**src/rtl/cpu_interrupt_arbiter.sv**
```systemverilog
// cpu_interrupt_arbiter
// Collects level interrupt requests as rising-edge pending bits and filters them
// through a software-written enable mask. It presents one granted source at a
// time to the CSR unit. The IDLE -> GRANT -> HOLDOFF handshake keeps the grant
// stable until the trap is acknowledged. After the acknowledge, one quiet cycle
// lets the CSR unit retire the trap.
//
// Build option: define ROUND_ROBIN_EN for rotating priority. The search starts
// one past the last acknowledged source. Without it, the lowest index wins and
// no pointer register exists.
module cpu_interrupt_arbiter #(
    parameter int SOURCES = 4
) (
    input  logic                       i_clock,
    input  logic                       i_reset,
    input  logic [SOURCES-1:0]         i_irq,
    input  logic                       i_cfg_we,
    input  logic [SOURCES-1:0]         i_cfg_wdata,
    input  logic                       i_ack,
    output logic                       o_interrupt,
    output logic [$clog2(SOURCES)-1:0] o_source,
    output logic [SOURCES-1:0]         o_pending,
    output logic [SOURCES-1:0]         o_cfg_mask
);

    localparam int SW = $clog2(SOURCES);

    typedef enum logic [1:0] {
        IDLE    = 2'd0,
        GRANT   = 2'd1,
        HOLDOFF = 2'd2
    } state_t;

    state_t             state_r;
    state_t             state_nxt_s;
    logic [SOURCES-1:0] irq_q_r;
    logic [SOURCES-1:0] pending_r;
    logic [SOURCES-1:0] mask_r;
    logic               interrupt_r;
    logic [SW-1:0]      source_r;

    logic [SOURCES-1:0] rise_s;
    logic [SOURCES-1:0] eligible_s;
    logic [SOURCES-1:0] clear_s;
    logic [SOURCES-1:0] pending_nxt_s;
    logic [SW-1:0]      winner_s;
    logic [SW-1:0]      source_nxt_s;
    logic               interrupt_nxt_s;
    logic               ack_take_s;

`ifdef ROUND_ROBIN_EN
    logic [SW-1:0]      rr_ptr_r;

    // Rotating search: first eligible bit at or after (last + 1), wrapping.
    function automatic logic [SW-1:0] pick_round_robin(
        input logic [SOURCES-1:0] req,
        input logic [SW-1:0]      last
    );
        logic [SW-1:0] win;
        logic [SW-1:0] idx;
        logic          found;
        int            pos;
        win   = {SW{1'b0}};
        found = 1'b0;
        for (int k = 0; k < SOURCES; k++) begin
            pos = int'(last) + 1 + k;
            if (pos >= SOURCES) begin
                pos = pos - SOURCES;
            end
            idx = SW'(pos);
            if (req[idx] && !found) begin
                win   = idx;
                found = 1'b1;
            end
        end
        return win;
    endfunction
`else
    // Fixed priority: lowest set index wins.
    function automatic logic [SW-1:0] pick_fixed(
        input logic [SOURCES-1:0] req
    );
        logic [SW-1:0] win;
        logic          found;
        win   = {SW{1'b0}};
        found = 1'b0;
        for (int i = 0; i < SOURCES; i++) begin
            if (req[i] && !found) begin
                win   = SW'(i);
                found = 1'b1;
            end
        end
        return win;
    endfunction
`endif

    assign rise_s     = i_irq & ~irq_q_r;
    assign eligible_s = pending_r & mask_r;

`ifdef ROUND_ROBIN_EN
    assign winner_s = pick_round_robin(eligible_s, rr_ptr_r);
`else
    assign winner_s = pick_fixed(eligible_s);
`endif

    // Grant handshake: next state, next request level and latched source.
    always_comb begin
        state_nxt_s     = state_r;
        interrupt_nxt_s = 1'b0;
        source_nxt_s    = source_r;
        ack_take_s      = 1'b0;
        case (state_r)
            IDLE: begin
                if (|eligible_s) begin
                    state_nxt_s     = GRANT;
                    interrupt_nxt_s = 1'b1;
                    source_nxt_s    = winner_s;
                end else begin
                    state_nxt_s     = IDLE;
                end
            end
            GRANT: begin
                if (i_ack) begin
                    // Acknowledge takes precedence over a mask withdrawal.
                    state_nxt_s = HOLDOFF;
                    ack_take_s  = 1'b1;
                end else if (!mask_r[source_r]) begin
                    state_nxt_s = IDLE;
                end else begin
                    state_nxt_s     = GRANT;
                    interrupt_nxt_s = 1'b1;
                end
            end
            HOLDOFF: begin
                state_nxt_s = IDLE;
            end
            default: begin
                state_nxt_s = IDLE;
            end
        endcase
    end

    // Pending update: acknowledged bit clears, but a fresh edge on it survives.
    always_comb begin
        clear_s = {SOURCES{1'b0}};
        if (ack_take_s) begin
            clear_s[source_r] = 1'b1;
        end else begin
            clear_s = {SOURCES{1'b0}};
        end
        pending_nxt_s = (pending_r & ~clear_s) | rise_s;
    end

    // State, request, source, pending, mask and edge-detect registers.
    always_ff @(posedge i_clock or negedge i_reset) begin
        if (!i_reset) begin
            state_r     <= IDLE;
            interrupt_r <= 1'b0;
            source_r    <= {SW{1'b0}};
            pending_r   <= {SOURCES{1'b0}};
            mask_r      <= {SOURCES{1'b0}};
            irq_q_r     <= {SOURCES{1'b0}};
        end else begin
            state_r     <= state_nxt_s;
            interrupt_r <= interrupt_nxt_s;
            source_r    <= source_nxt_s;
            pending_r   <= pending_nxt_s;
            irq_q_r     <= i_irq;
            if (i_cfg_we) begin
                mask_r <= i_cfg_wdata;
            end
        end
    end

`ifdef ROUND_ROBIN_EN
    // Round-robin pointer advances only when a grant is acknowledged.
    always_ff @(posedge i_clock or negedge i_reset) begin
        if (!i_reset) begin
            rr_ptr_r <= {SW{1'b0}};
        end else if (ack_take_s) begin
            rr_ptr_r <= source_r;
        end
    end
`endif

    assign o_interrupt = interrupt_r;
    assign o_source    = source_r;
    assign o_pending   = pending_r;
    assign o_cfg_mask  = mask_r;

endmodule

```
**config.mk**
```make
export PLATFORM = sky130hd
export DESIGN_NAME = cpu_interrupt_arbiter
export DESIGN_NICKNAME = d
export VERILOG_FILES = /design/src/rtl/cpu_interrupt_arbiter.sv
export SDC_FILE = /design/constraint.sdc
export NUM_CORES = 1
export LEC_CHECK = 0
export BUFFER_PORTS_ARGS = -buffer_cell sky130_fd_sc_hd__clkbuf_2
export CELL_PAD_IN_SITES_DETAIL_PLACEMENT = 0
export CELL_PAD_IN_SITES_GLOBAL_PLACEMENT = 1
export CORE_UTILIZATION = 38
export DETAILED_ROUTE_END_ITERATION = 8
export PLACE_DENSITY_LB_ADDON = 0.1
export SLEW_MARGIN = 5
export SYNTH_ARGS = -nofsm -noshare
export SYNTH_HDL_FRONTEND = slang
export SYNTH_SLANG_ARGS = --single-unit
```
**constraint.sdc**
```tcl
create_clock -name i_clock -period 3.45 [get_ports i_clock]
set_clock_uncertainty 0.15 [all_clocks]
set_input_delay 0.69 -clock i_clock [delete_from_list [all_inputs] [get_ports i_clock]]
set_output_delay 0.69 -clock i_clock [all_outputs]
set_load 0.02 [all_outputs]
```
Word level (Yosys, flattened, before mapping)
Index checks and enable logic that the tools add are counted.
{"block": "word_totals", "wordCells": 46, "reg_bits": 17, "in_bits": 12, "out_inout_bits": 11}
{"block": "classes", "n_bitwise": 6, "n_mux": 21, "reduce_logical": 10, "eq_ne": 1, "magnitude_cmp": 2}
{"operator": "1-bit 2-to-1 mux", "n": 13}
{"operator": "4-bit AND", "n": 3}
{"operator": "4-bit NOT", "n": 2}
{"operator": "2-bit 2-to-1 mux", "n": 3}
{"operator": "1-bit logical AND", "n": 4}
{"operator": "4-bit 2-to-1 mux", "n": 1}
{"operator": "4-bit bitwise OR", "n": 1}
{"operator": "2-bit one-hot mux with 2 select lines", "n": 1}
{"operator": "4-bit OR reduction", "n": 1}
{"operator": "1-bit zero test", "n": 3}
{"operator": "2-bit by 3-bit < comparator with 1-bit output (second input constant)", "n": 1}
{"operator": "1-bit binary-select mux with 2-bit select", "n": 1}
{"operator": "1-bit demux with 2-bit select", "n": 1}
{"operator": "2-bit by 1-bit == test with 1-bit output (second input constant)", "n": 1}
{"operator": "2-bit by 1-bit greater-or-equal comparator with 1-bit output (second input constant)", "n": 1}
{"operator": "2-bit zero test", "n": 1}
{"operator": "1-bit one-hot mux with 2 select lines", "n": 1}
{"operator": "2-bit AND reduction", "n": 1}

Logic depth before layout (Yosys ltp)
Gate-level depths: netlist of run 1.
{"block": "logic_depth", "word_depth": 11, "mapped_depth": 5, "mapped_depth_nobuf": 5}

Least setup slack after synthesis of run 1
OpenSTA, ideal clock, no wires.
{"block": "synth_path", "kind": "register to register", "startpoint": "register mask_r[0], in the netlist o_cfg_mask[0]", "endpoint": "register source_r[0], in the netlist o_source[0]", "path_stages_with_launch": 4, "path_slack_ps": 1994, "required_time_ps": 3172, "period_less_slack_ps": 1456, "setup_ps": 128, "path_buffers": 0, "t_arrival_ps": 1178, "path_cell_list": "dfrtp_1 a22o_1 o21ai_2 mux2_1"}
{"block": "synth_via", "elab_chain_cells": 11, "elab_cells_between_ends": 15, "cone_classes": "mux: 6; bitwise: 1; reduce/logical: 8"}
{"item": "start: declaration", "line": "38", "source": "logic [SOURCES-1:0] mask_r;"}
{"item": "start signal: assignment", "line": "161", "source": "mask_r <= {SOURCES{1'b0}};"}
{"item": "start signal: assignment", "line": "170", "source": "mask_r <= i_cfg_wdata;"}
{"item": "4-bit AND *", "line": "98", "source": "assign eligible_s = pending_r & mask_r;"}
{"item": "1-bit 2-to-1 mux", "line": "88", "source": "if (req[i] && !found) begin"}
{"item": "1-bit zero test", "line": "88"}
{"item": "1-bit logical AND", "line": "88"}
{"item": "1-bit 2-to-1 mux", "line": "88"}
{"item": "1-bit zero test", "line": "88"}
{"item": "1-bit logical AND", "line": "88"}
{"item": "1-bit 2-to-1 mux", "line": "88"}
{"item": "1-bit zero test", "line": "88"}
{"item": "1-bit logical AND", "line": "88"}
{"item": "2-bit 2-to-1 mux", "line": "88"}
{"item": "end signal: assignment", "line": "159", "source": "source_r <= {SW{1'b0}};"}
{"item": "end signal: assignment", "line": "166", "source": "source_r <= source_nxt_s;"}
{"item": "end: declaration", "line": "40", "source": "logic [SW-1:0] source_r;"}
Every way passes the cells marked *; elsewhere a longest branch is shown, timed or not.
A chain may end at the register's enable or synchronous reset.

Worst setup path after layout of run 1
{"block": "layout_path", "startpoint": "register source_r[1], in the netlist o_source[1]", "endpoint": "output port o_source[1]"}
{"item": "end: declaration", "line": "21", "source": "output logic [$clog2(SOURCES)-1:0] o_source,"}
No word-level cell between the ends.

==> summary.txt, run 1 <==
STA
  • Fmax: 0.5546 GHz
  • Final WS setup: 1.647 ns
  • Setup tns final: 0 ns
  • Final hold viol count: 0
  • RSZ-0062 raised after global routing: false
  • Fin crit share: 52.26%
  • Final Setup Violations: 0
  • Final min period: 1.803 ns
  • Slew headroom: 75.05%
  • Pins Over Slew Limit: 0
  • Slew of the pin with the lowest slew margin: 0.3743 ns

Floorplan
  • Site Rows: 14
  • Die area: 1823 um2
  • Die span in y: 42.70 um
  • Die width: 42.70 um
  • # IOs: 23
  • Placeable Area: 1524 um2
  • Initial Util: 41.30%

Detailed routing
  • Residual DRC: 0
  • Pre-antenna DRT Iters: 2
  • DR WL/cell: 12.82 um
  • Vias per cell: 5.258
  • Initial DRC count: 8
  • Routed via count: 489
  • Drt total wl: 1192 um
  • Post-route ant nets: 0

Logic synthesis
  • Sequential element share of the synthesized area: 63.62%
  • Synth Area in Compound Gates: 13.72%
  • Cell count after synthesis: 51
  • Post-Synth Simple-Gate Area: 6.561%
  • Post-Syn Area: 629.4 um2
  • Largest family of logic cells by synthesized area: compound AO/OA/AOI/OAI gates
  • Ys Warns: 0
  • Synthesized Nets: 63
  • Mapped Avg Cell Area: 12.34 um2
  • Post-Synth XOR/XNOR Area: 0%
  • Netlist cell types: 17
  • Synth area leader: dfrtp_1
  • Multiplexer share of the synthesized area: 12.52%
  • Top cell type's share of synthesized area: 63.62%
  • #FFs+latches synth: 16
  • Synth top area cells: dfrtp_1, mux2_2, mux4_2, nand2_1, o21ai_0
  • Post-synthesis adder-cell area fraction: 0%

Critical path
  • Crit path buf inv count: 1
  • Max Fanout on Critical Path: 6
  • Worst EP arrival: 0.96 ns
  • Slowest stage delay, CP: 0.47 ns
  • Delay-heaviest family, CP: flip-flops
  • Crit-path cells: clkbuf_2
  • Critical path type: register to output pin
  • Crit path launch type: register
  • Worst path slowest cell: dfrtp_1
  • Crit end category: output pin
  • Required time worst endpoint: 2.61 ns

Clocking
  • Htree depth: 1
  • Clk buf depth: 2
  • Post-CTS Setup Bufs: 0
  • Clock tree root buffer cell: clkbuf_4
  • Post-cts resize count: 0
  • Worst skew pair latency: 0.28 ns
  • Clock tree sinks: 16
  • TritonCTS Buffers: 3
  • CTS tree: done
  • Cts-stage hold buffer count: 0
  • Clock transition at path regs: 0.09 ns

Cells and area
  • Finished Layout Cells: 93
  • Sequential cell area: 400.4 um2
  • Final instance area: 795.8 um2
  • Fill count: 146
  • Antenna cells: 0
  • Layout area overhead: 26.44%
  • Layout cells sized above 1: 42.86%
  • Nets@finish: 90
  • Multi-input gate area: 206.4 um2

Outcome
  • Status: finished, final reports clean

GRT
  • First-pass GRT wire length: 1973 um
  • Largest net degree at the start of global routing: 17
  • Grt total ovfl: 0
  • GRT Util Overall: 14.79%
  • Vias in the first global route: 481
  • Antenna violations before repair: 0

Placement
  • Pre-CTS setup slack: 1.858 ns
  • Placer congestion estimate: 0.6895
  • DP Cell Count: 89
  • Port Buffers: 22
  • Placed Area: 759.5 um2
  • HPWL after DPL: 939.7 um

Flow run
  • Number of max-cap violations: 0

Min path
  • Worst Hold Class: input pin to async pin

Power and ir drop
  • Leak: 0.3946 nW
  • PwrDens: 780.4 nW/um2
  • Worst VDD drop: 0.0002951 V
[worst register-to-register path, cell delays in order (launching register included)]
cell	delay [ns]
dfrtp_1	0.43
a22o_1	0.28
o21ai_2	0.15
mux2_1	0.34
[power by group]
group / total [W] / internal [W] / leakage [nW] / switching [W]
Clock: 0.000122 / 0.0000642 / 0.0210 / 0.0000574
Sequential: 0.000288 / 0.000234 / 0.181 / 0.0000541
Combinational: 0.000211 / 0.0000871 / 0.193 / 0.000124
[sequential cells by signal (all words and copies together) (netlist names)]
| register | flops |
|---|---|
| irq_q_r | 4 |
| o_cfg_mask | 4 |
| o_pending | 4 |
| o_source | 2 |
| state_r | 2 |
[area by class of cell]
class / instances / share of cell area [%]
multi-input cells: 29 / 25.94
clock buffers: 4 / 4.560
well taps: 16 / 2.516
inverters: 6 / 2.830
repair buffers: 22 / 13.84
flip-flops and latches: 16 / 50.31
[per-stage QoR]
step	total power, W	util, %	hold slack [ns]
2_1_floorplan	0.0004237	-	0.2419
5_1_grt	0.0006596	52.22	0.1761
6_report	0.0006210	52.22	0.1541
3_5_place_dp	0.0005056	49.84	0.2637
4_1_cts	0.0006293	52.22	0.1600
3_3_place_gp	0.0005029	49.84	0.2478
[cells in the mapped netlist, drive strengths merged]
cell	number
a22o	1
a21oi	3
nor3b	1
nand3b	1
mux2	5
dfrtp	16
mux4	1
nor2	1
o21ai	7
o31ai	2
inv	6
nand2	6
a32oi	1
[layer usage]
| layer | wire length [um] | part of all wire [%] | track usage, % | up-vias |
|---|---|---|---|---|
| met5 | 0 | 0 | 0 | - |
| met4 | 0 | 0 | 7.500 | 0 |
| met3 | 43 | 3.6 | 4.255 | 0 |
| met2 | 604 | 51 | 24.55 | 11 |
| met1 | 543 | 46 | 17.23 | 247 |
| li1 | - | - | - | 231 |
[worst paths after layout]
path	depth (start not counted)	start	end	slack (ns)
hold / removal	1	i_reset	irq_q_r[3]	0.15
hold reg to reg	1	irq_q_r[2]	o_pending[2]	0.27
setup / recovery	1	o_source[1]	o_source[1]	1.65
max in group asynchronous	1	i_reset	o_cfg_mask[0]	2.73
min in group i_clock	1	irq_q_r[2]	o_pending[2]	0.27
setup reg to reg	3	o_cfg_mask[0]	o_source[0]	2.00
[placed cells by master, fill, tap and decap left out, drive strengths merged]
cell / synthesis / routed
dfrtp: 16 / 16
a21oi: 3 / 3
nor3b: 1 / 1
a32oi: 1 / 1
clkbuf: 0 / 26
o21ai: 7 / 7
mux2: 5 / 5
a22o: 1 / 1
o31ai: 2 / 2
nor2: 1 / 1
nand2: 6 / 6
inv: 6 / 6
mux4: 1 / 1
nand3b: 1 / 1
[cell families after synthesis]
family,count (synthesis)
simple gates,9
compound gates,14
buf+inv,6
mux,6
flops,16
Note: power is estimated with default switching activity, not from simulation.
==> run 2, diff against run 1 <==
ABC_AREA = 1   (was default)
CORE_ASPECT_RATIO = 1.4   (was default)
CORE_UTILIZATION = 34   (was 38)
clock period = 1.85 ns   (was 3.45 ns; I/O delays follow)
==> run 2 against run 1 <==
Synthesized cell count increased by 45%. Sequential power increased by 82%. Via count increased by 15%. Core utilization decreased by 5.8 points. Register-to-register slack got worse by 1.4 ns. Cell area increased by 5.2%. Hold slack got worse by 0.10 ns. Power increased by 85%. Clock power increased by 44%. Global-route usage increased by 1.0 points. First-iteration DRC count unchanged. Critical path type unchanged. Largest power group unchanged.
==> summary.txt, run 2 <==
Cells and area
  • Final instance area: 837.1 um2 (+5.2%)
  • Finished Layout Cells: 120 (+29%)
  • Most frequent cells in the layout: clkbuf_2, nand2_1, dfrtp_1
  • Nets@finish: 114 (+27%)
  • Layout area overhead: 25.05%
  • Layout cells sized above 1: 31.00% (-12 points)
  • Layout Utilization: 46.46% (-5.8 points)
  • Leading cell type in the layout, fill and taps excluded: clkbuf_2
  • Antenna cells: 0 (unchanged)

STA
  • Final hold viol count: 0 (unchanged)
  • Setup tns final: 0 ns (unchanged)
  • Fin crit share: 80.92%
  • Final min period: 1.497 ns
  • Fmax: 0.6680 GHz
  • Slew headroom: 74.35% (-0.70 points)
  • Pins Over Slew Limit: 0 (unchanged)
  • Final Setup Violations: 0 (unchanged)
  • Slew of the pin with the lowest slew margin: 0.3848 ns (+0.01050 ns)
  • RSZ-0062 raised after global routing: false

Floorplan
  • Placeable Area: 1802 um2 (+18%)
  • Site Rows: 18 (+4)
  • Die area: 2153 um2 (+18%)
  • # IOs: 23 (unchanged)
  • Die span in y: 54.50 um (+28%)
  • Initial Util: 37.15% (-4.1 points)
  • Die width: 39.50 um (-7.5%)

Logic synthesis
  • Ys flop type: dfrtp_1
  • Synthesized Nets: 86 (+37%)
  • Count leader, synth: nand2_1
  • Sequential element share of the synthesized area: 59.81% (-3.8 points)
  • Mapped Avg Cell Area: 9.046 um2 (-27%)
  • #FFs+latches synth: 16 (unchanged)
  • Ys Warns: 0 (unchanged)
  • Synth cell count leaders: nand2_1, dfrtp_1, inv_1, o21ai_0, nand3_1
  • Post-Syn Area: 669.4 um2 (+6.4%)
  • Cell count after synthesis: 74 (+45%)
  • EDFF count, synth: 0 (unchanged)
  • Netlist cell types: 11 (-6)
  • Top cell type's share of synthesized area: 59.81% (-3.8 points)
  • Synth area leader: dfrtp_1
  • Post-synth ARST share: 100.0% (unchanged)
  • Synth top area cells: dfrtp_1, nand2_1, mux2_2, inv_1, o21ai_0

Detailed routing
  • Vias per cell: 4.700 (-11%)
  • Drt total wl: 1286 um (+7.9%)
  • Pre-antenna DRT Iters: 4 (+2)
  • Residual DRC: 0 (unchanged)
  • Post-route ant nets: 0 (unchanged)
  • Routed via count: 564 (+15%)
  • Initial DRC count: 8 (unchanged)
  • DR WL/cell: 10.72 um (-16%)

Clocking
  • Clock tree root buffer cell: clkbuf_4
  • Worst skew pair latency: 0.28 ns (about the same)
  • CTS tree: done
  • Clk buf depth: 2 (unchanged)
  • Htree depth: 1 (unchanged)
  • TritonCTS Buffers: 3 (unchanged)
  • Clock tree sinks: 16 (unchanged)
  • Clock transition at path regs: 0.09 ns (about the same)

Critical path
  • Required time worst endpoint: 1.33 ns (-1.28 ns)
  • Worst EP arrival: 0.98 ns (+0.02 ns)
  • Critical path type: register to output pin
  • Crit path launch type: register
  • Max Fanout on Critical Path: 7 (+1)
  • Crit end category: output pin
  • Crit path buf inv count: 1 (unchanged)
  • Crit-path cells: clkbuf_2
  • Delay-heaviest family, CP: flip-flops
  • Worst path slowest cell: dfrtp_1
  • Slowest stage delay, CP: 0.48 ns (about the same)

Placement
  • DP Cell Count: 116 (+30%)
  • Port Buffers: 22 (unchanged)
  • Placer congestion estimate: 0.7189 (+4.3%)
  • Placed Area: 804.5 um2 (+5.9%)
  • HPWL after DPL: 1009 um (+7.4%)

Power and ir drop
  • Clock share of power: 15.3% (-4.3 points)
  • P_int: 0.0006658 W (+73%)
  • Power after layout: 0.001146 W (+85%)
  • Switching Power: 0.0004807 W (+100%)
  • Combinational share of power: 39.0% (+5.0 points)
  • PwrDens: 1370 nW/um2 (+76%)
  • Reg power frac: 45.6% (-0.8 points)
  • Worst VDD drop: 0.0007023 V (+140%)
  • Leak: 0.4629 nW (+17%)
  • Sw Ratio: 41.93% (+4.0 points)

GRT
  • Grt total ovfl: 0 (unchanged)
  • GRT Util Overall: 15.80% (+1.0 points)
  • Vias in the first global route: 527 (+9.6%)
  • First-pass GRT wire length: 2214 um (+12%)
  • Antenna violations before repair: 0 (unchanged)
  • Largest net degree at the start of global routing: 17 (unchanged)

Outcome
  • Status: finished, final reports clean

Flow run
  • Number of max-cap violations: 0 (unchanged)

Min path
  • Worst Hold Class: input pin to register
## run 2: changes by cell type in the layout (fill, tap and decap cells not counted), sizes merged, moves of 2 or more
cell   before  now
o21ai       7   10
nor2        1    3
a21oi       3    1
inv         6   13
o31ai       2    0
nand2       6   21
nand3       0    5
## run 2: cell type report
class / instances / area [um2]
sequential: 16 / 400.4
fill: 196 / 964.7
timing repair buffer: 23 / 120.1
inverter: 13 / 48.80
clock buffer: 3 / 22.52
tap: 20 / 25.02
multi-input combinational: 45 / 220.2
## run 2: worst paths after layout
path	slack [ns]	endpoint	depth (start not counted)	start
max	0.35	o_source[0]	1	o_source[0]
min	0.05	irq_q_r[2]	1	i_irq[2]
max reg2reg	0.65	o_pending[0]	4	state_r[1]
min reg2reg	0.27	o_pending[0]	1	irq_q_r[0]
max in group asynchronous	0.89	o_pending[1]	2	i_reset
min in group asynchronous	0.38	state_r[0]	2	i_reset
## run 2: power by group through the flow
stage          logic [W]  registers (W)  clock network, W
3_5_place_dp    0.000449       0.000532                 0
4_1_cts         0.000454       0.000524          0.000187
6_report        0.000448       0.000523          0.000176
5_1_grt         0.000505       0.000537          0.000202
3_3_place_gp    0.000448       0.000531                 0
2_1_floorplan   0.000216       0.000605                 0
## run 2: stage by stage
stage                     hold WS, ns  worst slack, ns
after global placement         0.1576           0.6295
final                         0.05251           0.3529
after floorplan              -0.07559           0.7035
after CTS                     0.04333           0.3391
after global routing          0.03863           0.2747
after detailed placement       0.1672           0.6114
## run 2: per-layer routing
layer  track usage [%]  up-vias  wire length, um  share of wire [%]
met5                 0        -                0                  0
met2             23.22       16              652                 51
li1                  -      286                -                  -
met1             19.58      260              558                 43
met3             3.659        2               56                4.4
met4             12.07        0               19                1.5
## run 2: worst register-to-register path: stages (launching register included)
cell and delay [ns]:
dfrtp_1 0.41, inv_1 0.06, nand3_1 0.15, o21ai_0 0.21, o21ai_0 0.11
## run 2: kinds of logic after synthesis
kind of cell	after synthesis	share of synthesized area (%)
simple gates	30	17.94
flops	16	59.81
buf+inv	13	7.290
compound gates	11	8.224
mux	4	6.728
## run 2: what timing repair did
item	in CTS	in global routing
resized for setup	0	0
hold buffers	1	0
endpoints found under the hold margin	16	0
setup buffers	0	0
